$ cat config.mk
export PLATFORM = sky130hd
export DESIGN_NAME = inst_sram_axi_bridge
export DESIGN_NICKNAME = d
export VERILOG_FILES = /design/src/rtl/inst_sram_axi_bridge.sv
export SDC_FILE = /design/constraint.sdc
export NUM_CORES = 1
export LEC_CHECK = 0
export BUFFER_PORTS_ARGS = -buffer_cell sky130_fd_sc_hd__buf_4
export CAP_MARGIN = 10
export CORE_AREA = 8 8 86 88
export CTS_CLUSTER_SIZE = 28
export DETAILED_ROUTE_END_ITERATION = 8
export DIE_AREA = 0 0 94 96
export HOLD_SLACK_MARGIN = 0.06
export PLACE_DENSITY = 0.8
export SLEW_MARGIN = 20
export SYNTH_ARGS = -nofsm -noshare
export SYNTH_HDL_FRONTEND = slang
export SYNTH_SLANG_ARGS = --single-unit
$ cat constraint.sdc
create_clock -name clk -period 2.53 [get_ports clk]
set_input_delay 0.1265 -clock clk [delete_from_list [all_inputs] [get_ports clk]]
set_output_delay 0.1265 -clock clk [all_outputs]
set_load 0.02 [all_outputs]
$ cat src/rtl/inst_sram_axi_bridge.sv
// Instruction-fetch adapter: SRAM-like fetch port to single-beat AXI reads.
// One AR request in flight on the bus at a time; up to MAX_OUTSTANDING reads awaiting data.
module inst_sram_axi_bridge #(
  parameter int         MAX_OUTSTANDING = 2,
  parameter logic [3:0] AXI_ID          = 4'h0
) (
  input  logic        clk,
  input  logic        reset,
  // SRAM-like fetch port
  input  logic        inst_sram_req,
  input  logic        inst_sram_wr,
  input  logic [1:0]  inst_sram_size,
  input  logic [3:0]  inst_sram_wstrb,
  input  logic [31:0] inst_sram_addr,
  input  logic [31:0] inst_sram_wdata,
  output logic        inst_sram_addr_ok,
  output logic        inst_sram_data_ok,
  output logic [31:0] inst_sram_rdata,
  // AXI read address channel
  output logic [3:0]  arid,
  output logic [31:0] araddr,
  output logic [7:0]  arlen,
  output logic [2:0]  arsize,
  output logic [1:0]  arburst,
  output logic [1:0]  arlock,
  output logic [3:0]  arcache,
  output logic [2:0]  arprot,
  output logic        arvalid,
  input  logic        arready,
  // AXI read data channel
  input  logic [3:0]  rid,
  input  logic [31:0] rdata,
  input  logic [1:0]  rresp,
  input  logic        rlast,
  input  logic        rvalid,
  output logic        rready
);

  localparam logic [2:0] MAX_CNT = 3'(MAX_OUTSTANDING);

  typedef enum logic {
    AR_IDLE = 1'b0,
    AR_BUSY = 1'b1
  } ar_state_t;

  ar_state_t   state_reg;
  logic        arvalid_reg;
  logic [31:0] araddr_reg;
  logic [2:0]  arsize_reg;
  logic [2:0]  cnt_reg;
  logic [2:0]  cnt_next;
  logic        accept;
  logic        ret;

  // Fields the read-only fetch path never looks at.
  logic unused_inputs;
  assign unused_inputs = ^{inst_sram_wstrb, inst_sram_wdata, rid, rresp, rlast};

  // A return frees a slot in the same cycle, so a full bridge may accept alongside it.
  assign ret    = rvalid & rready;
  assign accept = ~reset & (state_reg == AR_IDLE) & inst_sram_req & ~inst_sram_wr
                  & ((cnt_reg < MAX_CNT) | ret);

  always_comb begin
    cnt_next = cnt_reg;
    case ({accept, ret})
      2'b10:   cnt_next = cnt_reg + 3'd1;
      2'b01:   cnt_next = cnt_reg - 3'd1;
      default: cnt_next = cnt_reg;
    endcase
  end

  always_ff @(posedge clk or posedge reset) begin
    if (reset) begin
      state_reg   <= AR_IDLE;
      arvalid_reg <= 1'b0;
      araddr_reg  <= 32'h0;
      arsize_reg  <= 3'h0;
      cnt_reg     <= 3'h0;
    end else begin
      cnt_reg <= cnt_next;
      case (state_reg)
        AR_IDLE: begin
          if (accept) begin
            araddr_reg  <= inst_sram_addr;
            arsize_reg  <= {1'b0, inst_sram_size};
            arvalid_reg <= 1'b1;
            state_reg   <= AR_BUSY;
          end
        end
        AR_BUSY: begin
          if (arvalid_reg && arready) begin
            arvalid_reg <= 1'b0;
            state_reg   <= AR_IDLE;
          end
        end
        default: begin
          arvalid_reg <= 1'b0;
          state_reg   <= AR_IDLE;
        end
      endcase
    end
  end

  assign inst_sram_addr_ok = accept;
  // Beats arriving with nothing outstanding are left unacknowledged.
  assign rready            = (cnt_reg != 3'd0);
  assign inst_sram_data_ok = ret;
  assign inst_sram_rdata   = rdata;

  assign arid    = AXI_ID;
  assign araddr  = araddr_reg;
  assign arlen   = 8'h0;
  assign arsize  = arsize_reg;
  assign arburst = 2'b01;
  assign arlock  = 2'b00;
  assign arcache = 4'h0;
  assign arprot  = 3'h0;
  assign arvalid = arvalid_reg;

endmodule

Word level (Yosys, flattened, before mapping)
Index checks and enable logic that the tools add are counted.
{ "op_classes": {"n_bitwise": 9, "muxes": 7, "eq_ne": 4, "n_reduce_logical": 5, "n_lt_le_gt_ge": 1, "addsub": 2} }
{ "op_table": {"columns": ["op", "count"], "rows": [
  ["case mux 3 bit (2 select lines)", 1],
  ["AND 1 bit", 5],
  ["two-way mux 1 bit", 4],
  ["case mux 1 bit (2 select lines)", 2],
  ["AND reduction 2 bit", 2],
  ["adder 3 x 1 -> 3 bit (second input constant)", 1],
  ["less-than comparator 3 x 2 -> 1 bit (second input constant)", 1],
  ["inverter 1 bit", 3],
  ["nonzero test 3 bit", 1],
  ["subtractor 3 x 1 -> 3 bit (second input constant)", 1],
  ["equality test 2 x 1 -> 1 bit (second input constant)", 1],
  ["equality test 2 bit (second input constant)", 1],
  ["inequality test 2 x 1 -> 1 bit (second input constant)", 1],
  ["inequality test 2 bit (second input constant)", 1],
  ["nonzero test 2 bit", 1],
  ["logical AND 1 bit", 1],
  ["bitwise OR 1 bit", 1]
]} }
{ "word_totals": {"input_bits": 115, "elab_cells": 33, "ff_bits": 39} }

Logic depth before layout (Yosys ltp)
Gate-level depths: netlist of run 1.
{ "logic_depth": {"depth_word": 7, "depth_mapped": 7, "mapped_depth_nobuf": 6} }

Worst setup path after synthesis of run 1
No wires, ideal clock.
{ "synth_path": {"path_kind": "reg2reg", "from": "reg cnt_reg[1]", "to": "reg cnt_reg[2]", "slack_ns": 0.361, "setup_ns": 0.138, "arrival_ns": 2.030, "stages_incl_launch_ff": 7, "required_ns": 2.392, "cell_sequence": "dfrtp_1 -> nor2_1 -> a21oi_1 -> nand2_1 -> fa_1 -> nor4b_1 -> or4_1"} }
{ "synth_between": {"elab_chain_cells": 6, "elab_cells_between_ends": 11, "classes_between": "2 x add/sub; 1 x order compare; 2 x eq/ne; 1 x mux; 3 x bitwise; 2 x reduce/logical"} }
{ "synth_rtl": {"columns": ["item", "line", "rtl"], "rows": [
  ["from (decl)", "50", "logic [2:0] cnt_reg;"],
  ["from (signal assigned)", "81", "cnt_reg <= cnt_next;"],
  ["nonzero test 3 bit (*)", "107", "assign rready = (cnt_reg != 3'd0);"],
  ["AND 1 bit (*)", "60", "assign ret = rvalid & rready;"],
  ["net inst_sram_data_ok", "17", "output logic inst_sram_data_ok,"],
  ["bitwise OR 1 bit", "62", "& ((cnt_reg < MAX_CNT) | ret);"],
  ["AND 1 bit", "62", null],
  ["equality test 2 x 1 -> 1 bit or equality test 2 bit (tied branches)", "66", "case ({accept, ret})"],
  ["case mux 3 bit (2 select lines) or nonzero test 2 bit (tied branches)", null, null]
]} }
Mark *: on every way through the listed nets, which the timed path passes. The rest lies on a longest branch.
A chain may end at the register's enable or synchronous reset.

Worst setup path after layout of run 1
{ "layout_path": {"from": "in reset", "to": "reg cnt_reg[2]"} }
{ "layout_between": {"elab_chain_cells": 7, "elab_cells_between_ends": 9, "classes_between": "2 x eq/ne; 1 x mux; 5 x bitwise; 1 x reduce/logical"} }
{ "layout_rtl": {"columns": ["item", "line", "rtl"], "rows": [
  ["from (decl)", "8", "input logic reset,"],
  ["inverter 1 bit (*)", "61", "assign accept = ~reset & (state_reg == AR_IDLE) & inst_sram_req & ~inst_sram_wr"],
  ["AND 1 bit (*) (3 in a row)", "61", null],
  ["AND 1 bit (*)", "62", null],
  ["equality test 2 x 1 -> 1 bit or equality test 2 bit (tied branches)", "66", null],
  ["case mux 3 bit (2 select lines) or nonzero test 2 bit (tied branches)", null, null]
]} }
Mark *: on every way between the ends. The rest lies on a longest branch, timed or not.

==> implementation parameters, run 1 <==
Parameter                              Value

Cells and area
  Antenna cells    0
  Area growth from synthesis to final layout    27.02%
  Final net count    around 350
  Filler instances    approximately 570
  Fraction of final layout cells with drive strength greater than 1    about half
  Number of flip-flops under the largest register name    32
  Final core occ    45.55%

Die
  Die height    96 microns
  Floorplan die width    94 microns
  Number of placement rows    29
  Top-level I/O count    between 200 and 250
  Initial Util    a little over a third
  Full die area    between 9000 and 10,000 sq um
  Core Area    6096 sq um

Synthesis
  Sequential area share after synthesis    44.65%
  Area of the mapped netlist    between 2000 and 2500 sq um
  Warnings, synthesis    0
  Most used flip-flop cell after synthesis    sky130_fd_sc_hd__dfrtp_1
  Synthesized area divided by synthesized cell count    ~13 sq um
  Netlist cell types    29
  Flip-flop and latch count after synthesis    39
  Ranking of synthesized cells by area    sky130_fd_sc_hd__dfrtp_1 45%, sky130_fd_sc_hd__buf_4 19%, sky130_fd_sc_hd__mux2_4 19%
  Number of cells produced by synthesis    roughly 170
  Number of flops mapped to enable cells by yosys    0
  Cell with the most instances after synthesis    sky130_fd_sc_hd__buf_4
  List of most frequent post-synthesis cells    56 x sky130_fd_sc_hd__buf_4, 39 x sky130_fd_sc_hd__dfrtp_1, 27 x sky130_fd_sc_hd__mux2_4
  Proportion of synthesized flip-flops having asynchronous set or reset    100.0%
  Top cell type by total area after synthesis    sky130_fd_sc_hd__dfrtp_1
  Top-area cell type share of the netlist area    between 40% and 50%

Clock network
  Number of H-tree levels    2
  Number of buffers between clock root and the deepest sink    2
  Inserted Clock Buffers    5
  TritonCTS sink count    39
  Root Buffer    sky130_fd_sc_hd__clkbuf_8
  CTS tree    done
  Clock slew at the register clock pins of the worst setup and hold paths    0.08 ns
  Clock latency at the later pin of the worst-skew pair    between 0.2 and 0.3 ns

Outcome
  Run status    finished clean

Placed design
  Post-detailed-placement half-perimeter wirelength    about 3700 microns
  Port Buffers    77
  Setup slack at placement    0.3810 ns
  Routability-driven placement congestion ratio    0.7104

Worst setup path
  Arrival time at the worst endpoint    approximately 2.4 ns
  Source of the worst register-to-register timing path    state_reg
  Required time of the critical path    ~2.7 ns
  Flop-to-flop setup slack    about 0.35 ns
  Critical-path maximum fanout    6
  Cell depth of the worst flop-to-flop path    5
  Worst reg2reg path endpoint    cnt_reg[2]
  Kind of capture point of the worst setup path    flop
  Critical Path Source Type    primary input
  Kind of critical path    primary input to flop

Route
  DRT Pass-1 Iters    4
  Detailed router's first-iteration violation count    26
  Per-cell via count in the routed design    ~4.4
  Average wire length per cell after detail routing    around 16 microns
  DRC violation count after routing    0
  Final routed wirelength across all metal layers    4903 microns
  ANT nets after route    0
  Via count    roughly 1,400

STA
  Unrepaired setup endpoints after global routing    no
  Final worst setup slack    0.2660 ns
  Remaining max-slew budget at the tightest pin    45.01%
  Setup violators final    0
  Final period utilization    89.49%
  Timing-limited maximum frequency    441.7 MHz
  Final-layout setup total negative slack    0 ns
  Clk_skew    around 0.0037 ns
  Worst Tran Pin Value    a little over 0.8 ns
  Max-slew violation count    0
  Final period demand of the worst path    between 2 and 2.5 ns
  Fin. Hold Viols    0

Pwr
  Switch Pwr    1.225 mW
  Internal power    2.029 mW
  Cell Pwr Density    1172 nW/um^2
  Share of power burned in combinational logic    a little over 50%
  Net switching fraction of the power    approximately 38%
  Worst supply voltage drop on vdd    between 0.5 and 0.6 mV
  Clk pwr share    about 14%
  Sequential cell fraction of total power    between 30% and 40%
  Leakage power of the design    1.456 nW

GRT
  Initial antenna violation count    0
  All-layer global routing usage    10.76%
  Wire length of the first global-routing pass    between 7000 and 8000 microns
  Maximum number of pins on one net before global-route repair    23
  Remaining global-route overflow    0
  Vias in the first global route    approximately 1,600

Worst hold path
  Hold Crit Depth    2
  Beginning of the worst hold path    inst_sram_addr[24]
  Hold Crit Class    primary input to flop
  Hold Crit Endpoint    araddr[24]

Flow run
  Number of max-cap violations    0
-- power groups by stage --
stage / Clock (mW) / Sequential, mW / Combinational [mW]
detailed placement: 0 / 1.15 / 1.67
global route: 0.489 / 1.19 / 1.78
CTS: 0.464 / 1.15 / 1.68
finish: 0.443 / 1.15 / 1.66
global placement: 0 / 1.14 / 1.61
floorplan: 0 / 1.47 / 0.763
-- repair_timing --
item	4_1_cts	5_1_grt
setup buffers	0	0
hold endpoints to repair	30	2
hold buffers	14	2
gates resized for setup	0	0
-- how the worst max path moves through the flow --
stage | startpoint | to | slack, ns | cells past startpoint
floorplan | cnt_reg[1] | cnt_reg[2] | 0.36 | 6
global placement | state_reg | cnt_reg[2] | 0.43 | 5
detailed placement | state_reg | cnt_reg[2] | 0.38 | 5
CTS | reset | cnt_reg[2] | 0.27 | 7
global route | reset | cnt_reg[2] | 0.20 | 7
finish | reset | cnt_reg[2] | 0.27 | 7
-- cells in the final DEF (no fill, tap or decap), drive strengths merged --
cell type,n
a211o,1
a21boi,1
a21oi,2
buf,79
clkbuf,7
clkinv,1
conb,24
dfrtp,39
dlygate4sd3,16
fa,1
inv,5
mux2,34
mux2i,1
nand2,8
nand2b,1
nor2,1
nor2b,2
nor3,2
nor4,1
nor4b,2
o21a,1
o21ai,3
o21ba,1
o32a,1
o41ai,1
or4,1
or4b,1
-- cells by family after synthesis --
logic type	synth area share [%]
multiplexers	22.61
other	0.3436
AND/OR/NAND/NOR	5.438
AO/OA/AOI/OAI	4.065
flip-flops	44.65
buffers and inverters	21.98
adder cells (fa/ha/maj)	0.9159
-- layer usage --
| layer | vias up | part of all wire, % | wire length (microns) | global-route usage, % |
|---|---|---|---|---|
| met3 | 11 | 14 | 676 | 5.538 |
| met1 | 658 | 35 | 1714 | 10.91 |
| li1 | 619 | - | - | - |
| met5 | - | 0 | 0 | 0 |
| met2 | 81 | 50 | 2453 | 18.61 |
| met4 | 0 | 1.2 | 59 | 3.963 |
-- layout make-up --
type                    count  area, sq um  share of cell area, %
clock buffers               7        86.33                  3.110
multi-input cells          90        812.0                  29.25
repair buffers             95        778.2                  28.03
well taps                  77        96.34                  3.470
inverters                   5        18.77                 0.6760
clock inverters             1        8.758                 0.3155
flip-flops and latches     39        975.9                  35.15
-- critical path: stages --
cell                            delay, ns
sky130_fd_sc_hd__dlygate4sd3_1       0.54
sky130_fd_sc_hd__buf_4               0.15
sky130_fd_sc_hd__or4b_1              0.65
sky130_fd_sc_hd__nand2_1             0.13
sky130_fd_sc_hd__fa_1                0.23
sky130_fd_sc_hd__o41ai_1             0.09
sky130_fd_sc_hd__or4_1               0.52
-- through the flow --
step	power, mW	hold slack [ns]	cell area, sq um	instances
after CTS	3.298	0.06001	2756	312
after detailed placement	2.816	0.2531	2521	290
final	3.254	0.07063	2776	314
after global routing	3.458	0.06097	2776	314
after global placement	2.755	0.2531	2521	290
after floorplan	2.236	0.2750	2268	195
Note: power is estimated with default switching activity, not from simulation.
==> run 2: changes to the inputs <==
Settings changed: ABC_AREA set to 1, CAP_MARGIN 10 to 40, CORE_AREA 8 8 86 88 to 8 8 85 87, DIE_AREA 0 0 94 96 to 0 0 93 95, PLACE_DENSITY 0.8 to 0.79.
==> run 2 against run 1 <==
Compared with the run above:
- flip-flop and latch count is the same
- clock skew increased by 0.0038 ns
- power is 6.8% lower
- critical path depth rose by 1
- combinational power down 11%
- sequential share of layout area is essentially flat
- clock-buffer cell count did not move
- cell area barely moved
- non-clock buffer count up 18
- die area fell by 2.1%
- first-iteration DRC count is 54% higher
- via count rose by 22%
- critical path type is now primary input to output port
==> implementation parameters, run 2 <==
Parameter                              Value

Synthesis
  Ranking of synthesized cells by area    sky130_fd_sc_hd__dfrtp_1 48%, sky130_fd_sc_hd__nand2_1 22%, sky130_fd_sc_hd__buf_4 21% (was sky130_fd_sc_hd__dfrtp_1 45%, sky130_fd_sc_hd__buf_4 19%, sky130_fd_sc_hd__mux2_4 19%)
  Warnings, synthesis    0 (unchanged)
  Top cell type by total area after synthesis    sky130_fd_sc_hd__dfrtp_1 (unchanged)
  Netlist cell types    17 (was 29)
  Top-area cell type share of the netlist area    47.88% (was 44.65%)
  Most used flip-flop cell after synthesis    sky130_fd_sc_hd__dfrtp_1 (unchanged)
  Flip-flop and latch count after synthesis    39 (unchanged)
  Number of flops mapped to enable cells by yosys    0 (unchanged)
  Cell with the most instances after synthesis    sky130_fd_sc_hd__nand2_1 (was sky130_fd_sc_hd__buf_4)
  Proportion of synthesized flip-flops having asynchronous set or reset    100.0% (unchanged)
  Area of the mapped netlist    2038 sq um (was 2186 sq um)
  Synthesized area divided by synthesized cell count    8.285 sq um (was 12.63 sq um)
  Number of cells produced by synthesis    246 (was 173)
  List of most frequent post-synthesis cells    122 x sky130_fd_sc_hd__nand2_1, 56 x sky130_fd_sc_hd__buf_4, 39 x sky130_fd_sc_hd__dfrtp_1 (was 56 x sky130_fd_sc_hd__buf_4, 39 x sky130_fd_sc_hd__dfrtp_1, 27 x sky130_fd_sc_hd__mux2_4)
  Sequential area share after synthesis    47.88% (was 44.65%)

Die
  Core Area    5816 sq um (was 6096 sq um)
  Full die area    8835 sq um (was 9024 sq um)
  Top-level I/O count    209 (unchanged)
  Number of placement rows    28 (was 29)
  Die height    95 microns (was 96 microns)
  Initial Util    35.05% (was 35.86%)
  Floorplan die width    93 microns (was 94 microns)

STA
  Final-layout setup total negative slack    0 ns (unchanged)
  Final worst setup slack    0.4655 ns (was 0.2660 ns)
  Final period demand of the worst path    2.064 ns (was 2.264 ns)
  WHS    0.09085 ns (was 0.07063 ns)
  Setup violators final    0 (unchanged)
  Max-slew violation count    0 (unchanged)
  Clk_skew    0.007461 ns (was 0.003683 ns)
  Unrepaired setup endpoints after global routing    no (unchanged)
  Worst Tran Pin Value    0.5097 ns (was 0.8217 ns)
  Remaining max-slew budget at the tightest pin    66.02% (was 45.01%)
  Final period utilization    81.60% (was 89.49%)
  Timing-limited maximum frequency    484.4 MHz (was 441.7 MHz)
  Fin. Hold Viols    0 (unchanged)

GRT
  Maximum number of pins on one net before global-route repair    40 (was 23)
  Remaining global-route overflow    0 (unchanged)
  Most heavily used metal layer in global routing    met2 (unchanged)
  Wire length of the first global-routing pass    8597 microns (was 7700 microns)
  All-layer global routing usage    12.13% (was 10.76%)
  Vias in the first global route    1,794 (was 1,556)
  Initial antenna violation count    1 (was 0)
  GRT met3 Usage    5.556% (was 5.538%)
  Met2 capacity usage during global routing    22.07% (was 18.61%)
  Met1 Resource Use GR    12.00% (was 10.91%)

Clock network
  Clock latency at the later pin of the worst-skew pair    0.28 ns (about the same)
  Number of H-tree levels    2 (unchanged)
  Root Buffer    sky130_fd_sc_hd__clkbuf_8 (unchanged)
  Inserted Clock Buffers    5 (unchanged)
  Quantity of gates resized following cts    0 (unchanged)
  Clock slew at the register clock pins of the worst setup and hold paths    0.08 ns (about the same)
  CTS tree    done (unchanged)
  Number of buffers between clock root and the deepest sink    2 (unchanged)
  TritonCTS sink count    39 (unchanged)

Worst setup path
  Arrival time at the worst endpoint    1.94 ns (was 2.42 ns)
  Kind of critical path    primary input to output port (was primary input to flop)
  Kind of capture point of the worst setup path    output port (was flop)
  Critical-path maximum fanout    37 (was 6)
  Critical Path Source Type    primary input (unchanged)
  Required time of the critical path    2.40 ns (was 2.69 ns)

Pwr
  Leakage power of the design    1.565 nW (was 1.456 nW)
  Cell Pwr Density    1092 nW/um^2 (was 1172 nW/um^2)
  Worst supply voltage drop on vdd    0.5619 mV (was 0.5895 mV)
  Total chip power    3.034 mW (was 3.254 mW)
  Internal power    1.777 mW (was 2.029 mW)
  Share of power burned in combinational logic    48.8% (was 51.1%)
  Sequential cell fraction of total power    36.7% (was 35.3%)
  Switch Pwr    1.257 mW (was 1.225 mW)
  Net switching fraction of the power    41.44% (was 37.64%)
  Clk pwr share    14.5% (was 13.6%)

Cells and area
  Final net count    442 (was 352)
  Commonest cells after routing, fill and taps aside    122 x sky130_fd_sc_hd__nand2_1, 78 x sky130_fd_sc_hd__buf_4, 39 x sky130_fd_sc_hd__dfrtp_1, 35 x sky130_fd_sc_hd__dlygate4sd3_1, 24 x sky130_fd_sc_hd__conb_1 (was 77 x sky130_fd_sc_hd__buf_4, 39 x sky130_fd_sc_hd__dfrtp_1, 27 x sky130_fd_sc_hd__mux2_4, 24 x sky130_fd_sc_hd__conb_1, 16 x sky130_fd_sc_hd__dlygate4sd3_1)
  Fraction of final layout cells with drive strength greater than 1    27.83% (was 51.90%)
  Final cell area excluding filler cells    2779 sq um (was 2776 sq um)
  Count of placed standard cells in the final layout, fillers left out    403 (was 314)
  Area growth from synthesis to final layout    36.34% (was 27.02%)
  Final core occ    47.78% (was 45.55%)
  Most common cell after layout, fill and taps aside    sky130_fd_sc_hd__nand2_1 (was sky130_fd_sc_hd__buf_4)
  Area of the multi-input gates    631.9 sq um (was 812.0 sq um)
  Filler instances    565 (was 566)
  Number of flip-flops under the largest register name    32 (unchanged)
  Register area    975.9 sq um (unchanged)

Flow run
  Number of max-cap violations    0 (unchanged)

Route
  Detailed router's first-iteration violation count    40 (was 26)
  DRC violation count after routing    0 (unchanged)
  Final routed wirelength across all metal layers    5331 microns (was 4903 microns)
  Via count    1,672 (was 1,369)
  ANT nets after route    0 (unchanged)
  Per-cell via count in the routed design    4.149 (was 4.360)
  Average wire length per cell after detail routing    13.23 microns (was 15.61 microns)
  DRT Pass-1 Iters    4 (unchanged)

Worst hold path
  Hold Crit Class    primary input to flop (unchanged)

Placed design
  Cell area after placement    2331 sq um (was 2521 sq um)
  Port Buffers    77 (unchanged)
  Number of placed instances with taps included    359 (was 290)
  Post-detailed-placement half-perimeter wirelength    3548 microns (was 3701 microns)
  Setup slack at placement    0.8452 ns (was 0.3810 ns)
  Routability-driven placement congestion ratio    0.6924 (was 0.7104)

Outcome
  Run status    finished clean (unchanged)
[run 2: cell count changes after synthesis, moves of 3 or more]
cell / change
sky130_fd_sc_hd__nand2_1: +114
sky130_fd_sc_hd__mux2_4: -27
sky130_fd_sc_hd__mux2_2: -7
sky130_fd_sc_hd__inv_1: +4
sky130_fd_sc_hd__buf_2: +3
sky130_fd_sc_hd__nand3_1: +3
[run 2: layout make-up]
type	count	share of cell area (%)
sequential	39	35.12
timing repair buffer	113	33.68
antenna	1	0.09005
multi-input combinational	156	22.74
inverter	11	1.576
clock buffer	7	3.107
clock inverter	1	0.3152
tap	75	3.377
[run 2: kinds of logic (layout without fill, tap and decap cells)]
logic type,after synthesis,count (layout),share of synthesized area [%]
compound gates,3,3,1.105
fa+ha+maj,1,1,0.9822
buf+inv,73,132,25.17
flops,39,39,47.88
other cells,2,25,0.3685
simple gates,128,128,24.49
[run 2: what timing repair did]
| item | in CTS | in global routing |
|---|---|---|
| buffers inserted | 0 | 0 |
| endpoints found under the hold margin | 73 | 0 |
| hold buffers | 35 | 0 |
[run 2: worst paths after layout]
| kind | startpoint | to | slack, ns | cells past startpoint |
|---|---|---|---|---|
| worst max-delay path | reset | inst_sram_addr_ok | 0.47 | 8 |
| worst min-delay path | arready | arvalid | 0.09 | 4 |
| worst max register to register | state_reg | araddr[27] | 0.94 | 7 |
| worst min register to register | araddr[16] | araddr[16] | 0.48 | 2 |
| max in group asynchronous | reset | araddr[23] | 1.62 | 4 |
| min in group asynchronous | reset | arvalid | 0.54 | 4 |
[run 2: power groups by stage]
| stage | sequential, mW | clock, mW | combinational (mW) |
|---|---|---|---|
| 6_report | 1.11 | 0.440 | 1.48 |
| 5_1_grt | 1.16 | 0.482 | 1.63 |
| 4_1_cts | 1.11 | 0.463 | 1.50 |
| 3_5_place_dp | 1.12 | 0 | 1.46 |
| 3_3_place_gp | 1.11 | 0 | 1.41 |
| 2_1_floorplan | 1.45 | 0 | 0.569 |
[run 2: metal layers]
metal  vias to the layer above  wire [microns]
met3                        15             567
met2                        82            2711
met4                         0              93
li1                        807               -
met5                         -               0
met1                       768            1958
[run 2: critical path, cell delays in order]
cell and delay, ns:
sky130_fd_sc_hd__dlygate4sd3_1 0.53, sky130_fd_sc_hd__buf_4 0.13, sky130_fd_sc_hd__inv_2 0.06, sky130_fd_sc_hd__nand2_1 0.08, sky130_fd_sc_hd__nor2_4 0.13, sky130_fd_sc_hd__nand2_4 0.27, sky130_fd_sc_hd__inv_4 0.39, sky130_fd_sc_hd__buf_4 0.22
